--- src/rtl/ifu_inst_buffer.sv ---
// Instruction FIFO between fetch and decode; issues NOP bubbles when there is nothing to issue.
// Optional IBUF_BYPASS_EN: an empty buffer forwards the incoming fetch beat to decode in the same cycle.
module ifu_inst_buffer #(
  parameter int DEPTH  = 4,
  parameter int INST_W = 32,
  parameter int ADDR_W = 32
) (
  input  logic                     clk,
  input  logic                     rst,
  input  logic                     flush_i,
  input  logic                     inst_valid_i,
  output logic                     inst_ready_o,
  input  logic [INST_W-1:0]        inst_i,
  input  logic [ADDR_W-1:0]        inst_addr_i,
  output logic                     id_valid_o,
  input  logic                     id_ready_i,
  output logic [INST_W-1:0]        inst_o,
  output logic [ADDR_W-1:0]        inst_addr_o,
  output logic [$clog2(DEPTH):0]   count_o
);

  localparam int PW = $clog2(DEPTH) + 1;
  localparam logic [INST_W-1:0] NOP = INST_W'(32'h0000_0013);

  logic [INST_W-1:0] r_inst [DEPTH];
  logic [ADDR_W-1:0] r_addr [DEPTH];
  logic [PW-1:0]     r_wptr;
  logic [PW-1:0]     r_rptr;
  logic [PW-1:0]     r_count;
  logic [PW-1:0]     w_wptr_nxt;
  logic [PW-1:0]     w_rptr_nxt;
  logic              w_empty;
  logic              w_full;
  logic              w_bypass;
  logic              w_push;
  logic              w_pop;

  assign w_empty      = (r_wptr == r_rptr);
  assign w_full       = (r_wptr[PW-2:0] == r_rptr[PW-2:0]) & (r_wptr[PW-1] != r_rptr[PW-1]);
  // Ready deliberately ignores a same-cycle pop, so id_ready_i never reaches inst_ready_o.
  assign inst_ready_o = ~w_full & ~flush_i;

`ifdef IBUF_BYPASS_EN
  assign w_bypass = w_empty & ~flush_i & inst_valid_i;
`else
  assign w_bypass = 1'b0;
`endif

  // A bypassed beat that decode takes immediately is never written.
  assign w_push = inst_valid_i & inst_ready_o & ~(w_bypass & id_ready_i);
  assign w_pop  = ~w_empty & ~flush_i & id_ready_i;

  assign w_wptr_nxt = r_wptr + PW'(w_push);
  assign w_rptr_nxt = r_rptr + PW'(w_pop);

  always_comb begin
    id_valid_o  = 1'b0;
    inst_o      = NOP;
    inst_addr_o = '0;
    if (w_bypass) begin
      id_valid_o  = 1'b1;
      inst_o      = inst_i;
      inst_addr_o = inst_addr_i;
    end else if (~w_empty & ~flush_i) begin
      id_valid_o  = 1'b1;
      inst_o      = r_inst[r_rptr[PW-2:0]];
      inst_addr_o = r_addr[r_rptr[PW-2:0]];
    end
  end

  always_ff @(posedge clk or posedge rst) begin
    if (rst) begin
      r_wptr  <= '0;
      r_rptr  <= '0;
      r_count <= '0;
    end else if (flush_i) begin
      r_wptr  <= '0;
      r_rptr  <= '0;
      r_count <= '0;
    end else begin
      r_wptr  <= w_wptr_nxt;
      r_rptr  <= w_rptr_nxt;
      r_count <= w_wptr_nxt - w_rptr_nxt;
    end
  end

  always_ff @(posedge clk) begin
    if (w_push) begin
      r_inst[r_wptr[PW-2:0]] <= inst_i;
      r_addr[r_wptr[PW-2:0]] <= inst_addr_i;
    end
  end

  assign count_o = r_count;

endmodule

--- config.mk ---
export PLATFORM = sky130hd
export DESIGN_NAME = ifu_inst_buffer
export DESIGN_NICKNAME = d
export VERILOG_FILES = /design/src/rtl/ifu_inst_buffer.sv
export SDC_FILE = /design/constraint.sdc
export NUM_CORES = 1
export LEC_CHECK = 0
export ABC_AREA = 1
export CAP_MARGIN = 40
export CORE_UTILIZATION = 42
export DETAILED_ROUTE_END_ITERATION = 7
export PLACE_DENSITY = 0.72
export RECOVER_POWER = 100
export SKIP_CTS_REPAIR_TIMING = 1
export SLEW_MARGIN = 10
export SYNTH_ARGS = -nofsm -noshare
export SYNTH_HDL_FRONTEND = slang
export SYNTH_SLANG_ARGS = --single-unit
--- constraint.sdc ---
create_clock -name clk -period 3.9 [get_ports clk]
set_clock_uncertainty 0.15 [all_clocks]
set_input_delay 0.585 -clock clk [delete_from_list [all_inputs] [get_ports clk]]
set_output_delay 0.585 -clock clk [all_outputs]
set_load 0.03 [all_outputs]
After elaboration in Yosys (flattened, before gate mapping) --
Memories as Yosys holds them, arrays and structs flattened. Index checks and enable logic that the tools add are counted.
Word-level totals: flip-flop bits (word level) 9, latch bits 0, memory bits (writable) 256, ROM bits 0, input port bits 69, output and inout port bits 69, word-level logic and storage cells 27, memories 2
Memories:
- r_addr | depth 4, width 32, rd ports 1, clocked after memory_dff 0, write ports 1, RTL line 26 | logic [ADDR_W-1:0] r_addr [DEPTH];
- r_inst | depth 4, width 32, rd ports 1, clocked after memory_dff 0, write ports 1, RTL line 25 | logic [INST_W-1:0] r_inst [DEPTH];
Cells by class: add/subtract/negate cells 3, $mul 0, div/mod/pow operators 0, $lt $le $gt $ge 0, eq/ne operators 3, shift-type cells 0, muxes and demuxes 8, bitwise gates (word level) 8, reduce and logical (&&, ||, !) cells 0
Operators with widths (count):
- 32-bit two-way mux | 2
- 3-bit two-way mux | 3
- 3-bit by 1-bit adder with 3-bit output | 2
- 1-bit bitwise AND | 5
- 3-bit equality test | 1
- 1-bit two-way mux | 3
- 1-bit inverter | 3
- 3-bit subtractor | 1
- 2-bit equality test | 1
- 1-bit inequality test | 1

Logic depth before layout (Yosys ltp) --
depth after elaboration 8, mapped depth 15, mapped depth without buffers 15

Worst setup path after synthesis --
Ideal clock, no wire load.
path type input to register, start point input flush_i, end point memory r_addr[0][0] (enable), setup time 487 ps, arrival time 3833 ps, required time 3263 ps, slack -570 ps, cell stages on the path 4, cells stage by stage clkbuf_1 -> inv_1 -> nand3_1 -> nor2_1
On the way: longest elaborated chain between the ends 5
RTL lines:
- start, declared | RTL line 10 | input logic flush_i,
- 1-bit inverter | RTL line 41 | assign inst_ready_o = ~w_full & ~flush_i;
- 1-bit bitwise AND | RTL line 41
- 1-bit bitwise AND | RTL line 50 | assign w_push = inst_valid_i & inst_ready_o & ~(w_bypass & id_ready_i);
- 1-bit two-way mux | RTL line 88 | if (w_push) begin
- 1-bit two-way mux (implied by the code) | RTL line 90 | r_addr[r_wptr[PW-2:0]] <= inst_addr_i;
- end, declared | RTL line 26
No other way between the ends.

Final worst setup path --
start point register r_rptr[0], end point output inst_o[16]
On the way: longest elaborated chain between the ends 4, elaborated cells between the ends (all ways) 5, those cells by class eq/ne: 1; mux: 1; bitwise: 2; memory: 1
RTL lines:
- start, declared | RTL line 28 | logic [PW-1:0] r_rptr;
- start signal, assigned | RTL line 82 | r_rptr <= w_rptr_nxt;
- 3-bit equality test | RTL line 38 | assign w_empty = (r_wptr == r_rptr);
- 1-bit inverter | RTL line 64 | end else if (~w_empty & ~flush_i) begin
- 1-bit bitwise AND | RTL line 64
- 32-bit two-way mux (*) | RTL line 64
- end, declared | RTL line 17 | output logic [INST_W-1:0] inst_o,
Every way passes the cells marked *; elsewhere a longest branch is shown, timed or not.

==> results.ini <==
[finish]
final_util_pct=52.9
drive_gt1_share_pct=5.50
layout.nets=1165
stdcell_area_sq_um=13400
area_growth_pct=23.1

[route]
wirelength_mm=21.9
dr.first_iter.drc_count=359
ant_nets=0
vias=6884
wire_per_inst_microns=15.2
viasPerCell=4.77
drtPass1Iterations=4
remaining_drc_errors=0

[timing]
fin_ws_ps=210
drv_slew=126
rsz0062_at_grt=false
setup_violations=0
slew_headroom_pct=-11.2
max_freq_ghz=0.271
timing.final.crit_share_pct=94.6
worst_slew_pin_slew_ps=1670
hold_violations=0
fin_crit_ps=3690

[worst_setup_path]
crit_path_end_kind=output port
slowest_delay_ps=750
slowest_stage=dlygate4sd3_1
critPathMaxFanout=40
critical_path_buf_inv_count=3
cp_num_cells=8
crit_arrival_ps=2950
reg2reg_depth=6
cp.required_ps=3160
crit_top_cell=nor2_1
crit_chain=buf_4 > nor2_1 > nor2_1 > o21ai_0 > nand2_1 > inv_1 > nor2_1 > dlygate4sd3_1
start_kind=register
path_delay_family=buffers and inverters
path_class=reg -> out

[place]
gp_congestion=0.804
place_hpwl_mm=12.6
dp_slack_ps=717
place_area_sq_um=12600
numPortBuffers=137

[floorplanning]
die_x_microns=163
ios=138
rows=58
die_area_sq_um=26600
die_h_microns=163
fp.coreArea_sq_um=25300
initial_utilization_pct=43.0

[status]
status=complete, but fails checks
violations=capacitance limit, slew limit

[global_routing]
grt_pass1_wl_mm=34.7
grt_pass1_vias=6711
grt_use_total_pct=16.8
overflow=0
grt_start_max_net_pins=129
antenna_found_initial=2

[yosys]
ys_seq_elements=265
synth.cell_area_sq_um=10900
synth.distinct_cells=21
yosysWarnings=0
syn_area_per_cell_sq_um=11.4
synthCells=955
ys_seq_area_share_pct=72.7
syn_nets=1030

[power]
power_leakage_nw=5.23
powerDensity_nw_per_um2=471
p_total_mw=6.32
ir_drop_uv=472

[clock_network]
clockBufferDepth=3
cts_htree_levels=1
clkSinkCount=265
cts_made_buffers=27
cts_tree=built
clockRootBuffer=clkbuf_16
path_clk_slew_ps=60
insertion_delay_ps=520

[job]
maxCapViolCount=3

[min_path]
hold_class=in -> async

[area by class of cell]
cell class	count	area [sq um]
fillers	2127	11900
flip-flops and latches	265	7920
multi-input cells	562	2380
repair buffers	155	1510
clock buffers	36	769
well taps	330	413
inverters	79	298
clock inverters	13	105
diodes	2	5.00
[worst register-to-register path, delay by kind of cell (launching register included)]
family                    cells  cell delay (ps)
and+or+nand+nor               3              320
xor gates and xnor gates      1              310
buffers and inverters         2             1190
DFF                           1              640
[layer usage]
metal,wire (microns),vias to the layer above,part of all wire (%),global-route usage (%)
met5,16,-,0.073,0
met4,492,2,2.2,4.93
met3,982,34,4.5,3.08
met2,11200,154,51,30.0
met1,9250,3254,42,20.6
li1,-,3440,-,-
[sequential cells by signal, summed over array words and instances (netlist names)]
signal   cells
count_o      3
r_addr     128
r_inst     128
r_rptr       3
r_wptr       3
[cell usage after synthesis]
library cell    n  area, sq um
xnor2_1         1         8.76
buf_4          10         75.1
nand2_4         1         11.3
o21ai_0        83          415
inv_2           1         3.75
nand3b_2        1         11.3
fa_1            1         20.0
nand4_1         3         18.8
nand3_1         3         15.0
edfxtp_1      256         7690
buf_6          12          135
nor2_1        331         1240
inv_1          78          293
a21oi_1         1         5.00
ha_1            5         62.6
dfrtp_1         9          225
buf_1          11         41.3
nand2_1        87          327
buf_2           3         15.0
o21ai_1        45          225
clkbuf_1       13         48.8
[layout by cell type (no fill, tap or decap)]
master           synthesis  routed
edfxtp_1               256     256
clkdlybuf4s50_1          0      20
buf_12                   0       3
nor2_1                 331     329
inv_1                   78      77
nand3_1                  3       3
buf_4                   10       6
clkinv_2                 0       4
dfrtp_2                  0       1
nor2_4                   0       2
dlygate4sd3_1            0     116
nand2_4                  1       1
clkbuf_4                 0       1
xnor2_1                  1       1
nand4_1                  3       3
clkbuf_16                0      27
nand2_1                 87      87
dfrtp_4                  0       1
o21ai_1                 45      44
ha_1                     5       5
inv_2                    1       1
fa_1                     1       1
o21ai_0                 83      84
diode_2                  0       2
clkbuf_2                 0       5
bufinv_16                0       2
clkbuf_8                 0       6
a21oi_1                  1       1
dfrtp_1                  9       7
clkbuf_1                13       7
clkinv_1                 0       8
nand3b_2                 1       1
[cells by family after synthesis]
| family | count (synthesis) | synth area share, % |
|---|---|---|
| buffers and inverters | 128 | 5.62 |
| XOR/XNOR | 1 | 0.0805 |
| flip-flops | 265 | 72.7 |
| AND/OR/NAND/NOR | 426 | 14.9 |
| AO/OA/AOI/OAI | 129 | 5.93 |
| adder cells (fa/ha/maj) | 6 | 0.759 |
[power breakdown]
part	switching, mW	internal, mW	total (mW)
registers	0.0223	3.19	3.22
clock network	1.00	1.50	2.50
logic	0.388	0.210	0.598
[path summary, 6_finish.rpt]
check | start | endpoint | slack (ps)
max in group asynchronous | rst | r_rptr[0]$_DFF_PP0_ | 3000
min in group clk | r_rptr[2]$_DFF_PP0_ | r_rptr[2]$_DFF_PP0_ | 440
worst max register to register | r_rptr[0]$_DFF_PP0_ | r_addr[1][19]$_DFFE_PP_ | 680
worst min register to register | r_rptr[2]$_DFF_PP0_ | r_rptr[2]$_DFF_PP0_ | 440
worst max-delay path | r_rptr[0]$_DFF_PP0_ | inst_o[16] | 210
worst min-delay path | rst | count_o[1]$_DFF_PP0_ | 310
[stage by stage]
step | setup TNS, ps | std cells | hold WS [ps]
2_1_floorplan | -145820 | 955 | 263
3_3_place_gp | 0 | 1391 | 429
3_5_place_dp | 0 | 1391 | 432
4_1_cts | 0 | 1440 | 160
5_1_grt | 0 | 1440 | 345
6_report | 0 | 1442 | 309
No activity file was read; power rests on OpenSTA's default activity.
